[config.mk]
export PLATFORM = sky130hd
export DESIGN_NAME = vanilla_pc_hist_accumulator
export DESIGN_NICKNAME = d
export VERILOG_FILES = /design/src/rtl/vanilla_pc_hist_pkg.sv /design/src/rtl/vanilla_pc_hist_sat_counter.sv /design/src/rtl/vanilla_pc_hist_accumulator.sv
export SDC_FILE = /design/constraint.sdc
export NUM_CORES = 2
export LEC_CHECK = 0
export CORE_ASPECT_RATIO = 1.2
export CORE_MARGIN = 2
export CORE_UTILIZATION = 55
export DETAILED_ROUTE_END_ITERATION = 10
export PLACE_DENSITY = 0.75
export SYNTH_ARGS = -nofsm -noshare
export SYNTH_HDL_FRONTEND = slang
export SYNTH_SLANG_ARGS = --single-unit
[constraint.sdc]
create_clock -name clk_i -period 2.8 [get_ports clk_i]
set_input_delay 0.56 -clock clk_i [delete_from_list [all_inputs] [get_ports clk_i]]
set_output_delay 0.56 -clock clk_i [all_outputs]
set_load 0.05 [all_outputs]
[src/rtl/vanilla_pc_hist_pkg.sv]
// Shared definitions for the vanilla core PC histogram: operation classes, op count,
// dump word layout and the dump FSM state encoding.
package vanilla_pc_hist_pkg;

  typedef enum logic [4:0] {
    e_op_instr = 5'd0,
    e_op_fp_instr,
    e_op_icache_miss,
    e_op_stall_depend_dram,
    e_op_stall_depend_group,
    e_op_stall_depend_global,
    e_op_stall_depend_idiv,
    e_op_stall_depend_fdiv,
    e_op_stall_depend_remote,
    e_op_stall_depend_local,
    e_op_stall_depend_imul,
    e_op_stall_amo_aq,
    e_op_stall_amo_rl,
    e_op_stall_bypass,
    e_op_stall_lr_aq,
    e_op_stall_fence,
    e_op_stall_remote_req,
    e_op_stall_remote_credit,
    e_op_stall_fdiv_busy,
    e_op_stall_idiv_busy,
    e_op_stall_fcsr,
    e_op_stall_remote_ld,
    e_op_stall_ifetch_wait,
    e_op_stall_remote_flw_wb,
    e_op_bubble_branch_miss,
    e_op_bubble_jalr_miss,
    e_op_bubble_icache_miss,
    e_op_bubble_fp_op,
    e_op_unknown
  } vanilla_pc_hist_op_e;

  localparam int vanilla_pc_hist_num_ops_gp    = 29;
  localparam int vanilla_pc_hist_idx_width_gp  = $clog2(vanilla_pc_hist_num_ops_gp + 1);
  localparam int vanilla_pc_hist_data_width_gp = 32;

  // One streamed dump word; index num_ops is the profiled-cycle count.
  typedef struct packed {
    logic [vanilla_pc_hist_idx_width_gp-1:0]  idx;
    logic [vanilla_pc_hist_data_width_gp-1:0] data;
    logic                                     last;
  } vanilla_pc_hist_dump_s;

  typedef enum logic {
    e_idle,
    e_dump
  } vanilla_pc_hist_state_e;

endpackage

[src/rtl/vanilla_pc_hist_sat_counter.sv]
// Saturating event counter with clear and clear-on-read.
// Priority: clear > read-clear with inc (=1) > read-clear (=0) > inc.
module vanilla_pc_hist_sat_counter
  import vanilla_pc_hist_pkg::*;
#(
  parameter int width_p = 32
) (
  input  logic               clk_i,
  input  logic               reset_n_i,
  input  logic               inc_i,
  input  logic               clear_i,
  input  logic               read_clear_i,
  output logic [width_p-1:0] count_o
);

  logic [width_p-1:0] count_q, count_d;

  // A read-clear that coincides with an increment keeps that event for the next read.
  always_comb begin
    count_d = count_q;
    if (clear_i) begin
      count_d = '0;
    end else if (read_clear_i) begin
      count_d = inc_i ? width_p'(1) : '0;
    end else if (inc_i && (count_q != '1)) begin
      count_d = count_q + width_p'(1);
    end
  end

  always_ff @(posedge clk_i) begin
    if (!reset_n_i) begin
      count_q <= '0;
    end else begin
      count_q <= count_d;
    end
  end

  assign count_o = count_q;

endmodule

[src/rtl/vanilla_pc_hist_accumulator.sv]
// Per-tile PC/op histogram accumulator with a clear-on-read valid/yumi dump port.
// Optional PC window filter enabled by defining VANILLA_PC_HIST_FILTER_EN.
module vanilla_pc_hist_accumulator
  import vanilla_pc_hist_pkg::*;
#(
  parameter  int pc_width_p      = 32,
  parameter  int num_ops_p       = vanilla_pc_hist_num_ops_gp,
  parameter  int counter_width_p = 32,
  localparam int op_width_lp     = (num_ops_p > 1) ? $clog2(num_ops_p) : 1,
  localparam int idx_width_lp    = $clog2(num_ops_p + 1)
) (
  input  logic                       clk_i,
  input  logic                       reset_n_i,
  input  logic                       en_i,
  input  logic                       ev_v_i,
  input  logic [op_width_lp-1:0]     ev_op_i,
  input  logic [pc_width_p-1:0]      ev_pc_i,
  input  logic [pc_width_p-1:0]      pc_lo_i,
  input  logic [pc_width_p-1:0]      pc_hi_i,
  input  logic                       clear_i,
  input  logic                       dump_req_i,
  output logic                       dump_busy_o,
  output logic                       dump_v_o,
  output logic [idx_width_lp-1:0]    dump_idx_o,
  output logic [counter_width_p-1:0] dump_data_o,
  output logic                       dump_last_o,
  input  logic                       dump_yumi_i
);

  localparam int num_ctrs_lp = num_ops_p + 1;

  vanilla_pc_hist_state_e        state_q;
  logic                          dump_v_q;
  logic [idx_width_lp-1:0]       idx_q;
  logic [counter_width_p-1:0]    data_q;

  logic                          op_valid;
  logic                          ev_qual;
  logic                          cyc_inc;
  logic                          last_word;
  logic                          load_en;
  logic [idx_width_lp-1:0]       load_idx;
  logic [counter_width_p-1:0]    load_data;
  logic [num_ctrs_lp-1:0]        inc_vec;
  logic [num_ctrs_lp-1:0]        rc_vec;
  logic [counter_width_p-1:0]    count [num_ctrs_lp];

  // Compare in the wider index width so a power-of-two op count cannot alias to zero.
  assign op_valid = (idx_width_lp'(ev_op_i) < idx_width_lp'(num_ops_p));

`ifdef VANILLA_PC_HIST_FILTER_EN
  logic in_window;
  assign in_window = (ev_pc_i >= pc_lo_i) && (ev_pc_i <= pc_hi_i);
  assign ev_qual   = en_i & ev_v_i & op_valid & in_window;
  assign cyc_inc   = en_i & ev_v_i & in_window;
`else
  logic unused_pc;
  assign unused_pc = ^{ev_pc_i, pc_lo_i, pc_hi_i};
  assign ev_qual   = en_i & ev_v_i & op_valid;
  assign cyc_inc   = en_i;
`endif

  assign last_word = (idx_q == idx_width_lp'(num_ops_p));

  always_comb begin
    load_en  = 1'b0;
    load_idx = '0;
    if (state_q == e_idle) begin
      load_en = dump_req_i;
    end else if (dump_yumi_i && !last_word) begin
      load_en  = 1'b1;
      load_idx = idx_q + idx_width_lp'(1);
    end
  end

  always_comb begin
    inc_vec = '0;
    rc_vec  = '0;
    for (int k = 0; k < num_ops_p; k++) begin
      inc_vec[k] = ev_qual && (ev_op_i == op_width_lp'(k));
    end
    inc_vec[num_ops_p] = cyc_inc;
    for (int k = 0; k < num_ctrs_lp; k++) begin
      rc_vec[k] = load_en && (load_idx == idx_width_lp'(k));
    end
  end

  always_comb begin
    load_data = '0;
    for (int k = 0; k < num_ctrs_lp; k++) begin
      if (load_idx == idx_width_lp'(k)) begin
        load_data = count[k];
      end
    end
  end

  for (genvar g = 0; g < num_ctrs_lp; g++) begin : g_ctr
    vanilla_pc_hist_sat_counter #(
      .width_p(counter_width_p)
    ) u_ctr (
      .clk_i       (clk_i),
      .reset_n_i   (reset_n_i),
      .inc_i       (inc_vec[g]),
      .clear_i     (clear_i),
      .read_clear_i(rc_vec[g]),
      .count_o     (count[g])
    );
  end

  // Dump FSM and output register; a word holds until the consumer yumis it.
  always_ff @(posedge clk_i) begin
    if (!reset_n_i) begin
      state_q  <= e_idle;
      dump_v_q <= 1'b0;
      idx_q    <= '0;
      data_q   <= '0;
    end else begin
      case (state_q)
        e_idle: begin
          if (dump_req_i) begin
            state_q  <= e_dump;
            dump_v_q <= 1'b1;
            idx_q    <= load_idx;
            data_q   <= load_data;
          end
        end
        e_dump: begin
          if (dump_yumi_i) begin
            if (last_word) begin
              state_q  <= e_idle;
              dump_v_q <= 1'b0;
            end else begin
              idx_q  <= load_idx;
              data_q <= load_data;
            end
          end
        end
        default: begin
          state_q  <= e_idle;
          dump_v_q <= 1'b0;
        end
      endcase
    end
  end

  assign dump_busy_o = (state_q == e_dump);
  assign dump_v_o    = dump_v_q;
  assign dump_idx_o  = idx_q;
  assign dump_data_o = data_q;
  assign dump_last_o = dump_v_q & last_word;

endmodule

* Word-level counts from Yosys, hierarchy flattened
Cells that the tools add are included.
** Word-level totals
- Flip-flop bits (word level) :: 999
- Bits in latches :: 0
- Memory bits (writable) :: 0
- Bits in read-only memories :: 0
- Input bits :: 108
- Output and inout bits :: 40
- Logic and storage cells :: 429
- Memories :: 0
** Operators by class
- Add/sub/neg operators :: 31
- Multiply operators :: 0
- Divide/modulo/power cells :: 0
- Magnitude comparators :: 1
- Equality and inequality tests :: 92
- Shifts and indexed selects :: 0
- Multiplexer cells :: 140
- Bitwise gates (word level) :: 5
- Reduce and logical (&&, ||, !) cells :: 126
** Operators by type and width (count)
- $mux W32 :: 93
- $add A32 B1 Y32 const B :: 30
- $ne A32 B32 Y1 const B :: 30
- $eq A5 B5 Y1 const B :: 28
- $logic_and A1 B1 Y1 :: 90
- $eq A5 B4 Y1 const B :: 16
- $pmux W32 S2 :: 1
- $reduce_bool A2 Y1 :: 30
- $eq A5 B3 Y1 const B :: 8
- $mux W1 :: 38
- $mux W5 :: 5
- $eq A5 B2 Y1 const B :: 4
- $eq A5 B1 Y1 const B :: 2
- $logic_not A5 Y1 :: 2
- $pmux W5 S2 :: 1
- $ne A2 B2 Y1 const B :: 3
- $reduce_and A3 Y1 :: 2
- $add A5 B1 Y5 const B :: 1
- $lt A5 B5 Y1 const B :: 1
- $pmux W1 S2 :: 2
- $and A1 B1 Y1 :: 3
- $ne A2 B1 Y1 const B :: 1
- $not A1 Y1 :: 2
- $reduce_or A2 Y1 :: 1
- $logic_not A1 Y1 :: 1

* Depth between registers and ports, before layout
- Word-level depth :: 39
- Mapped depth :: 14
- Gate-level depth less buffers :: 10

* By module
From an unflattened synthesis, not the netlist that was laid out.
** Second synthesis, totals
- Cells, all modules :: 7299
- Area, all modules :: 59816.1 µm²
** By module, submodules not included
- vanilla_pc_hist_sat_counter at g_ctr[0].u_ctr ... :: instances 29, cells an instance 198, area each 1684.1 µm², seq. area each 640.6 µm²
- vanilla_pc_hist_accumulator :: instances 1, cells an instance 1348, area each 9230.1 µm², seq. area each 780.7 µm²
- vanilla_pc_hist_sat_counter at g_ctr[14].u_ctr :: instances 1, cells an instance 209, area each 1746.7 µm², seq. area each 640.6 µm²

* Least setup slack after synthesis
No wires, ideal clock.
- Path kind :: reg-to-reg
- Start :: register idx_q[1], in the netlist dump_idx_o[1]
- End :: register data_q[28], in the netlist dump_data_o[28]
- Setup time :: 0.081 ns
- Arrival :: 3.491 ns
- Required time :: 2.719 ns
- Slack :: -0.772 ns
- Stages on the path, launching flop included :: 13
- Buffers on the path :: 2
- Period minus slack after synthesis :: 3.572 ns
- Path through :: dfxtp_1 -> buf_2 -> inv_1 -> ha_1 -> or2_2 -> clkbuf_1 -> nor4_1 -> o21ai_1 -> nand3_2 -> nor4_1 -> or4_1 -> a211o_1 -> a41oi_1
** On the way
- Longest elaborated chain between the ends :: 39
- Elaborated cells on any way between the ends :: 72
- Those cells by class :: add/sub (1); eq/ne (31); mux (36); reduce/logical (4)
** RTL lines
- start, declared :: line vanilla_pc_hist_accumulator.sv:34 : logic [idx_width_lp-1:0] idx_q;
- start signal, assigned :: line vanilla_pc_hist_accumulator.sv:123 : idx_q <= load_idx;
- start signal, assigned :: line vanilla_pc_hist_accumulator.sv:133 : idx_q <= load_idx;
- parallel branches: the longest is 39 deep, another holds $add A5 B1 Y5
- end signal, assigned :: line vanilla_pc_hist_accumulator.sv:124 : data_q <= load_data;
- end signal, assigned :: line vanilla_pc_hist_accumulator.sv:134 : data_q <= load_data;
- end, declared :: line vanilla_pc_hist_accumulator.sv:35 : logic [counter_width_p-1:0] data_q;
Several ways; the timed one is not identified. The select of a mux whose other input is x is not followed.
A chain may end at the register's enable or synchronous reset.

* Final worst setup path
- Start :: register idx_q[0], in the netlist dump_idx_o[0]
- End :: register data_q[19], in the netlist dump_data_o[19]
The elaborated chain is that of the path after synthesis.

==> reports/qor.yml <==
outcome: "finished with violations"
violations: "design-rule violations, negative setup slack"
cp.depth: 15
synth_nets: 6701
layout_common_cells: "nor2_1, buf_4, dfxtp_1, nand2_1, xor2_1"
critPathTopFamily: "compound AO/OA/AOI/OAI gates"
grt_overflow: 0
syn_to_final_growth_pct: 34.1
antenna_found_initial: 3
die_area_um2: 97500
path_clk_slew_ps: 70
vias_per_cell: 6.43
dr.pass1.iters: 11
cp-start-kind: "register"
crit_required_ps: 3400
async_reset_ff_frac: 0
cts_tree: "done"
met1_length_um: 78600
wl_um: 239000
fmaxAchievable_mhz: 302
crit_chain: "buf_8 -> ha_4 -> buf_6 -> nand4_1 -> o32ai_4 -> o21ai_2 -> buf_4 -> nand3_2 -> buf_4 -> buf_12 -> a221oi_2 -> a211oi_4 -> a211oi_2 -> buf_4 -> o21ai_1"
worst_hold_path_type: "primary input to register"
routedWlPerCell_um: 26.7
drt_iter0_markers: 6697
powerDensity_nw_per_um2: 441
synthFlopType: "dfxtp_1"
hold_depth: 3
synth_cells: 6561
cts_sinks: 999
final_util: 0.746
start_util: 0.556
wl_met2_um: 106000
max_stage_delay_ps: 630
chipHeight_um: 342
final_common_cell: "nor2_1"
p_leak_nw: 25.0
routabilityCongestion: 1.13
yosys.area.top_type: "dfxtp_1"
setup_viol: 49
synth_top_area_frac: 0.383
cts_made_buffers: 104
fin_crit_ps: 3310
dpl.hpwl_um: 182000
crit_type: "register to register"
finalWorstSetupSlack_ps: -507
drv_cap: 0
cp_slowest_cell: "a221oi_2"
synth-edff-count: 0
place_inst: 8624
final_cell_count_no_fill: 8954
htreeDepth: 3
drcViolationCount: 1
rr_worst_depth: 15
clockBufferDepth: 3
maxSlewViolCount: 0
ant_nets: 0
vias: 57600
port_buffers: 51
finalHoldViolations: 0
yosys_warnings: 0
insertion_delay_ps: 730
wl_met3_um: 23400
drive_gt1_frac: 0.236
synth-seq-cells: 999
cp_max_fo: 7
crit_path_frequent_cell: "buf_4"
reg2reg_slack_ps: -510
layout.nets: 7754
slew_headroom: 0.350
yosysSeqAreaShare: 0.383
num_rows: 123
grt_max_degree: 32
ctsHoldBuffers: 0
rsz0062_at_grt: "true"
vdd_drop_max_uv: 530
end_kind: "register"
worst-path-buf-inv: 6
highest_layer: "met5"
grt_pass1_wl_um: 346000
finClkSkew_ps: 54.0
clockRootBuffer: "clkbuf_16"
synthTopCellsByArea: "dfxtp_1, nor2_1, xor2_1"
grt_pass1_vias: 54700
gr-usage-all-layers: 0.472
core_area_um2: 93900
period_share: 1.18
synth_cell_type_count: 93
worst_pin_slew_ps: 964
cp.arrival_ps: 3910
io_pins: 148
syn_area_per_cell_um2: 7.96
die_w_um: 285
synthesis.area_um2: 52200
## power breakdown
group / leakage, nW / switching [mW] / internal [mW] / total (mW)
Clock: 1.81 / 6.40 / 8.63 / 15.0
Combinational: 15.1 / 0.968 / 0.590 / 1.56
Sequential: 8.05 / 0.0738 / 14.2 / 14.3
## through the flow
step	setup TNS [ps]	setup WS [ps]	area (µm²)	power, mW	hold slack, ps
floorplan	-355	-52.9	52500	15.2	454
global placement	-305490	-1540	62200	15.9	468
detailed placement	-307870	-1530	62200	15.9	471
CTS	-5520	-295	68600	30.8	278
global route	-12680	-507	70000	31.5	330
finish	-8070	-507	70000	30.9	323
## registers in the layout, indices dropped and copies added (netlist names)
register             flops
dump_busy_o              1
g_ctr.u_ctr.count_o    960
dump_data_o             32
dump_idx_o               5
dump_v_o                 1
## worst register-to-register path, cell delays in order, from the launching register on
cell      delay [ps]
dfxtp_4          360
buf_8            140
ha_4             290
buf_6            130
nand4_1          130
o32ai_4          120
o21ai_2          110
buf_4            150
nand3_2           80
buf_4            190
buf_12           150
a221oi_2         630
a211oi_4         170
a211oi_2         280
buf_4            200
o21ai_1           70
## final cells by class
class                           instances  area [µm²]
Antenna cell                            1        2.50
Multi-Input combinational cell       5124       33200
Inverter                              146         551
Tap cell                             1250        1560
Clock buffer                          141        2980
Sequential cell                       999       20000
Timing Repair Buffer                 1239       11000
Fill cell                            7207       23800
Clock inverter                         54         713
## timing repair
item	in CTS	in global routing
pin swaps	106	109
buffers inserted	80	63
resized for setup	403	190
endpoints found under the setup margin	300	115
gates cloned	9	4
## routing by layer
layer  global-route usage  vias to the layer above
met4                0.478                        2
met2                0.762                     3331
li1                     -                    25800
met1                0.492                    27200
met3                0.117                     1252
met5                    0                        -
## cells by family after synthesis
kind of cell    count (synthesis)  share of synthesized area
compound gates               1221                      0.154
fa+ha+maj                      32                    0.00767
flops                         999                      0.383
buf+inv                       439                     0.0323
simple gates                 3093                      0.291
xor+xnor                      727                      0.122
mux                            50                     0.0101
## path summary, 6_finish.rpt
path / start / to
setup / recovery: dump_idx_o[0]$_SDFFE_PN0P_ / dump_data_o[19]$_SDFFE_PN0P_
hold / removal: reset_n_i / dump_data_o[28]$_SDFFE_PN0P_
setup reg to reg: dump_idx_o[0]$_SDFFE_PN0P_ / dump_data_o[19]$_SDFFE_PN0P_
hold reg to reg: g_ctr[18].u_ctr.count_o[10]$_SDFFE_PP0P_ / g_ctr[18].u_ctr.count_o[10]$_SDFFE_PP0P_
## Yosys cell counts (16+ instances only)
library cell  instances
nor2_1             1047
dfxtp_1             999
nand2_1             540
xor2_1              418
nand3_1             338
xnor2_1             309
a21oi_1             274
nand4_1             249
clkbuf_1            248
o21ai_0             243
nor3_1              201
inv_1               146
and3_1              141
or3_1               138
and4_1              128
o22ai_1             118
a22oi_1              92
nor4_1               78
and2_1               71
a211oi_1             69
o211ai_1             58
a221oi_1             44
a31oi_1              44
o221ai_1             40
o31ai_1              36
ha_1                 32
a222oi_1             30
nand2b_1             30
mux2i_1              29
or4_1                28
buf_2                25
nor2b_1              24
a221o_1              21
mux2_2               20
buf_1                19
or2_2                17
o21ai_1              16
o22a_1               16
(Power assumes the default switching activity.)
